## src/rtl/code_gen_pkg.sv

```systemverilog
// Shared types and defaults for the code-word burst generator.
package code_gen_pkg;

    // Generator FSM states
    typedef enum logic [1:0] {
        IDLE  = 2'd0,
        BURST = 2'd1,
        GAP   = 2'd2
    } state_t;

    // Default nibble values: the detector's code word and the idle filler
    localparam logic [3:0] CODE_DEFAULT = 4'b1101;
    localparam logic [3:0] FILL_DEFAULT = 4'b0000;

endpackage

```

## src/rtl/code_burst_gen_down_counter.sv

```systemverilog
// Loadable down counter with an "equals one" flag; stops at zero.
module down_counter #(
    parameter int CNT_W = 8
) (
    input  logic             clk,
    input  logic             reset,
    input  logic             load,
    input  logic [CNT_W-1:0] load_val,
    input  logic             en,
    output logic             is_one
);

    logic [CNT_W-1:0] count;

    // Load has priority over decrement; decrement saturates at zero
    always_ff @(posedge clk) begin
        if (reset) begin
            count <= '0;
        end else if (load) begin
            count <= load_val;
        end else if (en && (count != '0)) begin
            count <= count - {{(CNT_W-1){1'b0}}, 1'b1};
        end
    end

    assign is_one = (count == {{(CNT_W-1){1'b0}}, 1'b1});

endmodule

```

## src/rtl/code_burst_gen.sv

```systemverilog
// Emits bursts of CODE nibbles followed by FILL nibbles on a valid/ready
// stream, one burst per accepted command, and publishes the hit count the
// downstream code-word detector should report for that burst.
module code_burst_gen
    import code_gen_pkg::*;
#(
    parameter logic [3:0] CODE  = CODE_DEFAULT,
    parameter logic [3:0] FILL  = FILL_DEFAULT,
    parameter int         CNT_W = 8
) (
    input  logic             clk,
    input  logic             reset,
    input  logic             cmd_valid,
    output logic             cmd_ready,
    input  logic [CNT_W-1:0] cmd_len,
    input  logic [CNT_W-1:0] cmd_gap,
    output logic [3:0]       nib_out,
    output logic             nib_valid,
    input  logic             nib_ready,
    output logic             busy,
    output logic             burst_done,
    output logic [CNT_W-1:0] exp_hits
);

    // A CODE-coloured gap would be indistinguishable from the burst itself
    generate
        if (CODE == FILL) begin : g_bad_params
            $error("code_burst_gen: CODE and FILL must differ");
        end
    endgenerate

    localparam logic [CNT_W-1:0] ONE = {{(CNT_W-1){1'b0}}, 1'b1};

    state_t           state;
    state_t           state_nxt;
    logic [CNT_W-1:0] gap_q;
    logic             accept;
    logic             xfer;
    logic             cnt_load;
    logic [CNT_W-1:0] cnt_load_val;
    logic             cnt_en;
    logic             cnt_is_one;
    logic             done_nxt;

    assign accept    = cmd_valid && cmd_ready;
    assign xfer      = nib_valid && nib_ready;

    // Moore outputs: depend on state only, never on nib_ready
    assign cmd_ready = (state == IDLE);
    assign busy      = (state != IDLE);
    assign nib_valid = (state != IDLE);
    assign nib_out   = (state == BURST) ? CODE : FILL;

    // One counter serves both phases: loaded with len, then reloaded with gap
    down_counter #(
        .CNT_W (CNT_W)
    ) u_cnt (
        .clk      (clk),
        .reset    (reset),
        .load     (cnt_load),
        .load_val (cnt_load_val),
        .en       (cnt_en),
        .is_one   (cnt_is_one)
    );

    // Next-state, counter control and completion detection
    always_comb begin
        state_nxt    = state;
        cnt_load     = 1'b0;
        cnt_load_val = cmd_len;
        cnt_en       = 1'b0;
        done_nxt     = 1'b0;
        case (state)
            IDLE: begin
                if (accept) begin
                    if (cmd_len != '0) begin
                        state_nxt    = BURST;
                        cnt_load     = 1'b1;
                        cnt_load_val = cmd_len;
                    end else if (cmd_gap != '0) begin
                        state_nxt    = GAP;
                        cnt_load     = 1'b1;
                        cnt_load_val = cmd_gap;
                    end else begin
                        // Empty command completes without leaving IDLE
                        done_nxt = 1'b1;
                    end
                end
            end
            BURST: begin
                if (xfer) begin
                    if (cnt_is_one && (gap_q != '0)) begin
                        state_nxt    = GAP;
                        cnt_load     = 1'b1;
                        cnt_load_val = gap_q;
                    end else begin
                        cnt_en = 1'b1;
                        if (cnt_is_one) begin
                            state_nxt = IDLE;
                            done_nxt  = 1'b1;
                        end
                    end
                end
            end
            GAP: begin
                if (xfer) begin
                    cnt_en = 1'b1;
                    if (cnt_is_one) begin
                        state_nxt = IDLE;
                        done_nxt  = 1'b1;
                    end
                end
            end
            default: state_nxt = IDLE;
        endcase
    end

    // Control state, completion pulse and published hit count
    always_ff @(posedge clk) begin
        if (reset) begin
            state      <= IDLE;
            burst_done <= 1'b0;
            exp_hits   <= '0;
        end else begin
            state      <= state_nxt;
            burst_done <= done_nxt;
            if (accept) begin
                exp_hits <= (cmd_len >= 2) ? (cmd_len - ONE) : '0;
            end
        end
    end

    // Gap length is captured at accept so later cmd_* changes are ignored
    always_ff @(posedge clk) begin
        if (accept) begin
            gap_q <= cmd_gap;
        end
    end

endmodule

```

## config.mk

```make
export PLATFORM = sky130hd
export DESIGN_NAME = code_burst_gen
export DESIGN_NICKNAME = d
export VERILOG_FILES = /design/src/rtl/code_gen_pkg.sv /design/src/rtl/code_burst_gen_down_counter.sv /design/src/rtl/code_burst_gen.sv
export SDC_FILE = /design/constraint.sdc
export NUM_CORES = 1
export LEC_CHECK = 0
export CAP_MARGIN = 25
export CORE_MARGIN = 8
export CORE_UTILIZATION = 30
export CTS_CLUSTER_DIAMETER = 200
export DETAILED_ROUTE_END_ITERATION = 8
export HOLD_SLACK_MARGIN = 0.1
export PLACE_DENSITY = 0.51
export SETUP_SLACK_MARGIN = 0.05
export SKIP_LAST_GASP = 1
export SLEW_MARGIN = 20
export SYNTH_ARGS = -nofsm -noshare
export SYNTH_HDL_FRONTEND = slang
export SYNTH_SLANG_ARGS = --single-unit
```

## constraint.sdc

```tcl
create_clock -name clk -period 3.8 [get_ports clk]
set_input_delay 0.76 -clock clk [delete_from_list [all_inputs] [get_ports clk]]
set_output_delay 0.76 -clock clk [all_outputs]
set_load 0.01 [all_outputs]
```

### After elaboration in Yosys (flattened, before gate mapping)

Cells that the tools add are included.

* word-level logic and storage cells: 63
* output and inout port bits: 16
* register bits after elaboration: 27
* input bits: 20

* equal/unequal tests: 7
* reductions and logical operators: 12
* mux-type cells: 36
* $add $sub $neg: 2
* magnitude comparators: 1

Operator list (count)
* $mux 8: 8
* $reduce_bool 8->1: 4
* $pmux 8 s2: 1
* $sub 8x1->8 const B: 2
* $mux 1: 15
* $mux 2: 7
* $eq 8x1->1 const B: 1
* $ge 8x2->1 const B: 1
* $pmux 2 s3: 1
* $logic_and 1x1->1: 4
* $mux 4: 1
* $ne 2x2->1 const B: 2
* $pmux 1 s2: 2
* $reduce_and 4->1: 1
* $reduce_bool 2->1: 2
* $ne 3x1->1 const B: 1
* $pmux 1 s3: 1
* $eq 2x1->1 const B: 1
* $eq 2x2->1 const B: 1
* $logic_not 2->1: 1
* $ne 2x1->1 const B: 1

### Depth between registers and ports, before layout

Gate-level depths: netlist of run 1.

* depth after elaboration: 8
* mapped depth: 8
* mapped depth without buffers: 7

### By module

From an unflattened synthesis of run 1, not the netlist that was laid out.

* cell total of the unflattened synthesis: 190
* area, all modules: 1816.7 um2

By module, submodules not included
* code_burst_gen: instances 1, cells an instance 131, area each 1292.5 um2, sequential area each 460.4 um2
* down_counter: instances 1, cells an instance 59, area each 524.3 um2, sequential area each 160.2 um2

### Worst setup path after synthesis of run 1

OpenSTA, ideal clock, no wires.

* path kind: in2reg
* start: in cmd_len[0]
* end: reg u_cnt.count[1]
* setup time: 124 ps
* stages on the path: 8
* slack: 1293 ps
* arrival time: 2382 ps
* data required time: 3676 ps
* cell sequence: inv_1 > ha_1 > or3b_2 > clkbuf_1 > nor3_2 > a211oi_1 > a221oi_1 > a21oi_1

* word-level cells in the longest chain between the ends: 5
* elaborated cells between the ends (all ways): 9
* classes of those cells: 7 x mux; 2 x reduce/logical

Ends and longest elaborated chain
* start: declaration: RTL line code_burst_gen.sv:15 `input logic [CNT_W-1:0] cmd_len,`
* $reduce_bool 8->1 (*): RTL line code_burst_gen.sv:76 `if (cmd_len != '0) begin`
* $mux 8 or $mux 1 (tied branches): RTL line code_burst_gen.sv:76
* $mux 8 or $mux 1 (tied branches): RTL line code_burst_gen.sv:75 `if (accept) begin`
* $pmux 8 s2 or $pmux 1 s2 (tied branches): RTL line code_burst_gen.sv:73 `case (state)`
* $mux 8 or $reduce_bool 2->1 (tied branches)
* end signal: assignment: RTL line code_burst_gen_down_counter.sv:20 `count <= load_val;`
* end signal: assignment: RTL line code_burst_gen_down_counter.sv:22 `count <= count - {{(CNT_W-1){1'b0}}, 1'b1};`
* end: declaration: RTL line code_burst_gen_down_counter.sv:13 `logic [CNT_W-1:0] count;`

Every way passes the cells marked *; elsewhere a longest branch is shown, timed or not.
A chain may end at the register's enable or synchronous reset.

### Worst setup path in the final report of run 1

* start: in cmd_len[1]
* end: reg u_cnt.count[1]

* word-level cells in the longest chain between the ends: 5
* elaborated cells between the ends (all ways): 12
* classes of those cells: 10 x mux; 2 x reduce/logical

Ends and longest elaborated chain (RTL line)
* $reduce_bool 8->1 or $mux 8 (tied branches): code_burst_gen.sv:76, code_burst_gen.sv:80
* $mux 8 or $mux 1 (tied branches): code_burst_gen.sv:76
* $mux 8 or $mux 1 (tied branches): code_burst_gen.sv:75
* $pmux 8 s2 or $pmux 1 s2 (tied branches): code_burst_gen.sv:73
* $mux 8 or $reduce_bool 2->1 (tied branches)

Several ways; a longest one is shown, not always the timed one.

==> results of run 1 <==
-- through the flow --
step / util (%) / std cells / cell area, sq um / hold WS (ps) / setup WS [ps]
floorplan: - / 207 / 1860 / 482 / 1290
global placement: 37.7 / 307 / 2240 / 474 / 399
detailed placement: 37.7 / 307 / 2240 / 486 / 422
CTS: 38.4 / 311 / 2290 / 508 / 722
global route: 38.4 / 311 / 2290 / 536 / 564
finish: 38.4 / 311 / 2290 / 502 / 692
-- path summary, 6_finish.rpt --
check	end	slack, ps	cells after the start
worst max-delay path	u_cnt.count[1]	690	8
worst min-delay path	exp_hits[3]	500	2
worst max register to register	u_cnt.count[1]	1160	6
worst min register to register	exp_hits[3]	500	2
-- metal layers --
layer  routed length (um)  vias up  GRT usage [%]
li1                     -      856              -
met4                   62        0           3.25
met5                    0        -              0
met1                 2650      836           17.0
met3                  338        4           2.78
met2                 2520       57           19.6
-- power by group through the flow --
| stage | combinational [mW] | clock, mW | sequential [mW] |
|---|---|---|---|
| finish | 0.243 | 0.170 | 0.358 |
| global placement | 0.244 | 0 | 0.364 |
| floorplan | 0.158 | 0 | 0.353 |
| detailed placement | 0.242 | 0 | 0.365 |
| global route | 0.266 | 0.186 | 0.364 |
| CTS | 0.243 | 0.178 | 0.358 |
-- flip-flops by register name, indices dropped and copies added (netlist names) --
signal / count
exp_hits: 8
state: 2
gap_q: 8
u_cnt.count: 8
burst_done: 1
-- synth_stat cells (2+ instances only) --
cell type   n  share of area, %
inv_1      16               3.2
o2111ai_1   2              0.94
a31oi_1     3               1.0
o21ai_0     7               1.9
or2_2       2              0.67
or4b_1      2               1.1
nand2_1    11               2.2
xnor2_1     3               1.4
a21oi_1    11               3.0
nor3b_1     2              0.81
or4_1       9               3.6
nand3_1     4               1.1
xor2_1      4               1.9
nor4_1      7               2.4
a211oi_1    5               2.0
a32o_1      6               3.2
o2bb2ai_1   2              0.94
a22oi_1     9               3.6
or3b_1      2              0.94
nor2_1     15               3.0
nor4_2      3               2.0
o31ai_1     3               1.2
nand2b_1    2              0.67
or3_1       2              0.67
edfxtp_1    8                13
clkbuf_1    6               1.2
a221oi_1    3               1.4
ha_1        8               5.4
dfxtp_1    19                20
buf_4       4               1.6
-- layout make-up --
| class | count | area [sq um] |
|---|---|---|
| clock buffer | 4 | 45.0 |
| sequential | 27 | 621 |
| fill | 617 | 3670 |
| multi-input combinational | 152 | 1110 |
| tap | 75 | 93.8 |
| inverter | 16 | 60.1 |
| timing repair buffer | 37 | 363 |
-- logic make-up (layout without fill, tap and decap cells) --
group           count (synthesis)  count (layout)
compound gates                 65              65
xor+xnor                        7               7
fa+ha+maj                       8               8
buf+inv                        28              57
flops                          27              27
mux                             1               1
other cells                     1               1
simple gates                   70              70
-- worst reg2reg max path: stages, from the launching register on --
cell	delay [ps]
dfxtp_1	440
ha_1	200
or3b_1	400
a2111oi_4	620
mux2_1	380
a221oi_1	360
a21oi_1	120
==> impl_metrics.csv, run 1 <==
group,metric,value,unit
status,outcome,"finished, final reports clean",
grt,grt_pass1_wl,8.98,mm
setup_path,rr_startpoint,"u_cnt.count[0]",
grt,grt_max_degree,22,
power,comb_power_share,31.4,%
run,cap_viol_max_count,0,
finish,layout_common_cells,"34 x clkdlybuf4s50_1, 19 x dfxtp_1, 16 x inv_1",
finish,final_net_count,265,
floorplanning,die_w,94.6,um
synthesis,synth_xor_area_share,3.30,%
setup_path,critPathArrivalTime,3270,ps
clock_tree,path_clk_slew,100,ps
power,power.density,337,mW/mm^2
synthesis,synthMuxAreaShare,0.607,%
timing,timing.final.crit_share,81.8,%
synthesis,synthSimpleGateAreaFrac,23.0,%
floorplanning,num_rows,28,
clock_tree,cts_tree,"done",
synthesis,synth.distinct_cells,57,
clock_tree,cts_buffer_depth,2,
grt,gr-total-overflow,0,
timing,fmax,0.322,GHz
clock_tree,ctsRootBufferMaster,"clkbuf_8",
grt,grt_pass1_vias,1767,
detailed_routing,ant_nets,0,
timing,finalSetupTns,0,ps
floorplanning,die_area,0.00896,sq mm
detailed_routing,first_pass_iters,5,
synthesis,synth_area,0.00186,sq mm
detailed_routing,drtIter0Drc,160,
synthesis,yosys_warnings,0,
timing,max_slew.worst_pin.slew,888,ps
power,power_frac_seq,46.5,%
finish,layout_commonest_cell,"clkdlybuf4s50_1",
synthesis,synth_top_family_by_area,"compound AO/OA/AOI/OAI gates",
floorplanning,core-area,0.00596,sq mm
synthesis,synth-compound-area-share,27.1,%
detailed_routing,wl_per_cell,17.9,um
finish,area_growth,23.3,%
worst_hold_path,min_path_type,"flip-flop to flip-flop",
power,leakagePower,0.792,nW
floorplanning,io_pins,36,
clock_tree,h-tree-depth,1,
setup_path,end_kind,"flip-flop",
floorplanning,die_h,94.6,um
worst_hold_path,worstHoldStart,"exp_hits[3]",
setup_path,critPathKind,"input port to flip-flop",
setup_path,crit_required,3960,ps
timing,min_period,3110,ps
clock_tree,clock-sinks,27,
power,p_int,0.513,mW
synthesis,synth_nets,235,
synthesis,avgSynthCellArea,8.96,sq um
grt,grt_antenna_before_repair,0,
timing,rsz0062_at_grt,"no",
placed_design,io_buffer_count,34,
power,p_sw,0.258,mW
detailed_routing,drc,0,
floorplanning,initial_core_util,31.2,%
finish,drive_gt1_share,7.63,%
setup_path,path_buf_inv,2,
timing,slew_headroom,40.6,%
detailed_routing,vias,1753,
timing,skew,5.34,ps
timing,drv_slew,0,
power,clkPwrFrac,22.1,%
setup_path,cpPeakStageDelay,550,ps
clock_tree,cts_resized,0,
placed_design,dp_hpwl,4.25,mm
timing,setup_viol,0,
setup_path,cpLargestDelayFamily,"simple AND/OR/NAND/NOR gates",
clock_tree,cts_hold_buf,0,
synthesis,synth_ff_type,"dfxtp_1",
synthesis,synth_edf_count,8,
detailed_routing,via_per_inst,5.64,
setup_path,crit_chain,"clkdlybuf4s50_1 -> inv_1 -> ha_1 -> or3b_2 -> nor3_2 -> a211oi_1 -> a221oi_1 -> a21oi_1",
synthesis,seq_area_frac_synth,33.4,%
power,p_total,0.771,mW
setup_path,critical_path.slowest_cell,"nor3_2",
synthesis,synth_seq_cells,27,
synthesis,synth_fa_ha_area_share,5.39,%
detailed_routing,finalWirelength,5.57,mm
clock_tree,post_cts_buffers,0,
clock_tree,cts_buffers,3,
finish,diodes,0,
setup_path,crit_path_start,"cmd_len[1]",
synthesis,syn_inst,207,
placed_design,place_congestion,0.823,
synthesis,synthArstFlopShare,0,%
power,switching_share,33.5,%
power,vdd_ir_drop_max,0.000166,V
timing,hold_viol,0,
setup_path,crit_fanout,9,
grt,grt.total_usage,12.6,%
clock_tree,clkLatencyLatePin,280,ps
setup_path,start_kind,"input port",
Note: power is estimated with default switching activity, not from simulation.
==> run 2: changes to the inputs <==
clock period = 3.1 ns   (was 3.8 ns; I/O delays follow)
==> impl_metrics.csv, run 2 (synthesis results as in run 1) <==
group,metric,value,unit
detailed_routing,via_per_inst,5.57,
power,vdd_ir_drop_max,0.000182,V
setup_path,crit_required,3270,ps
power,leakagePower,0.863,nW
finish,multi_input_area,0.00111,sq mm
detailed_routing,drc,0,
power,power.density,403,mW/mm^2
grt,grt_pass1_wl,9.54,mm
clock_tree,cts_buffers,3,
worst_hold_path,worstHoldStart,"exp_hits[3]",
clock_tree,path_clk_slew,100,ps
finish,final_net_count,279,
worst_hold_path,min_path_type,"flip-flop to flip-flop",
finish,fillCellCount,620,
clock_tree,cts_hold_buf,0,
finish,drive_gt1_share,12.8,%
finish,layout_common_cells,"34 x clkdlybuf4s50_1, 19 x dfxtp_1, 17 x buf_4",
detailed_routing,wl_per_cell,17.4,um
power,p_total,0.964,mW
timing,timing.final.crit_share,86.0,%
finish,seqCellArea,621,sq um
grt,gr-total-overflow,0,
setup_path,reg2reg_slack,630,ps
floorplanning,num_rows,28,
clock_tree,cts_resized,0,
floorplanning,io_pins,36,
run,cap_viol_max_count,0,
floorplanning,core-area,0.00596,sq mm
timing,drv_slew,0,
worst_hold_path,min_to,"exp_hits[3]",
timing,skew,9.64,ps
setup_path,end_kind,"flip-flop",
worst_hold_path,holdPathStages,2,
grt,grt_pass1_vias,1866,
setup_path,critPathKind,"input port to flip-flop",
grt,grt.total_usage,13.3,%
placed_design,place_congestion,0.820,
detailed_routing,first_pass_iters,4,
floorplanning,initial_core_util,31.2,%
setup_path,rr_startpoint,"state[0]",
detailed_routing,vias,1811,
timing,setup_viol,0,
setup_path,rr_worst_depth,7,
detailed_routing,finalWirelength,5.67,mm
floorplanning,die_h,94.6,um
finish,diodes,0,
floorplanning,die_w,94.6,um
status,outcome,"finished, final reports clean",
timing,max_slew.worst_pin.slew,685,ps
placed_design,io_buffer_count,34,
clock_tree,cts_tree,"done",
timing,finalSetupTns,0,ps
timing,hold_viol,0,
clock_tree,post_cts_buffers,0,
floorplanning,die_area,0.00896,sq mm
finish,layout_commonest_cell,"clkdlybuf4s50_1",
grt,grt_max_degree,15,
setup_path,crit_fanout,4,
setup_path,worstReg2RegEnd,"u_cnt.count[6]",
detailed_routing,drtIter0Drc,160,
placed_design,dp_hpwl,4.54,mm
clock_tree,cts_buffer_depth,2,
detailed_routing,ant_nets,0,
timing,slew_headroom,54.0,%
clock_tree,clkLatencyLatePin,280,ps
setup_path,start_kind,"input port",
finish,area_growth,29.0,%
setup_path,critPathArrivalTime,2830,ps
clock_tree,h-tree-depth,1,
grt,grt_antenna_before_repair,0,
clock_tree,ctsRootBufferMaster,"clkbuf_8",
timing,fmax,0.375,GHz
clock_tree,clock-sinks,27,
finish,largestRegisters,"exp_hits: 8 flops, gap_q: 8 flops, u_cnt.count: 8 flops",
timing,rsz0062_at_grt,"no",
timing,min_period,2660,ps
run 2: cell types whose count changed in the layout (fill, tap and decap cells not counted):
cell / previous run / this run
buf_4: 3 / 17
run 2: routing by layer:
layer	GRT usage, %	share of wire (%)
met1	18.1	47
met2	21.1	47
met4	3.25	1.2
met5	0	0
met3	2.38	5.6
run 2: how the worst max path moves through the flow:
stage                           from        endpoint  cells past startpoint
after floorplan           cmd_len[0]  u_cnt.count[1]                      8
after global placement    cmd_len[0]  u_cnt.count[1]                      8
after detailed placement  cmd_len[0]  u_cnt.count[1]                      8
after CTS                 cmd_len[0]  u_cnt.count[1]                      8
after global routing      cmd_len[0]  u_cnt.count[4]                      9
final                     cmd_len[0]  u_cnt.count[1]                      8
run 2: area by class of cell:
cell class / instances / share of cell area, %
repair buffers: 51 / 19.6
inverters: 16 / 2.51
flip-flops and latches: 27 / 25.9
multi-input cells: 152 / 46.2
well taps: 75 / 3.92
clock buffers: 4 / 1.88
run 2: metrics by stage:
stage                     utilization [%]  setup slack [ps]  hold slack, ps  area, sq um  cells
after floorplan                         -               733             482         1860    207
after global placement               39.4               137             477         2350    321
after detailed placement             39.4               125             480         2350    321
after CTS                            40.2               418             502         2390    325
after global routing                 40.2               308             532         2390    325
final                                40.2               435             493         2390    325
run 2: power by group:
part | internal, mW | switching, mW
sequential | 0.399 | 0.0401
clock | 0.0924 | 0.119
combinational | 0.151 | 0.162
run 2: critical path, cell delays in order:
cell	delay, ps
clkdlybuf4s50_1	460
inv_1	150
ha_1	210
or3b_2	530
nor3_2	280
a211oi_1	110
a221oi_1	340
a21oi_1	130
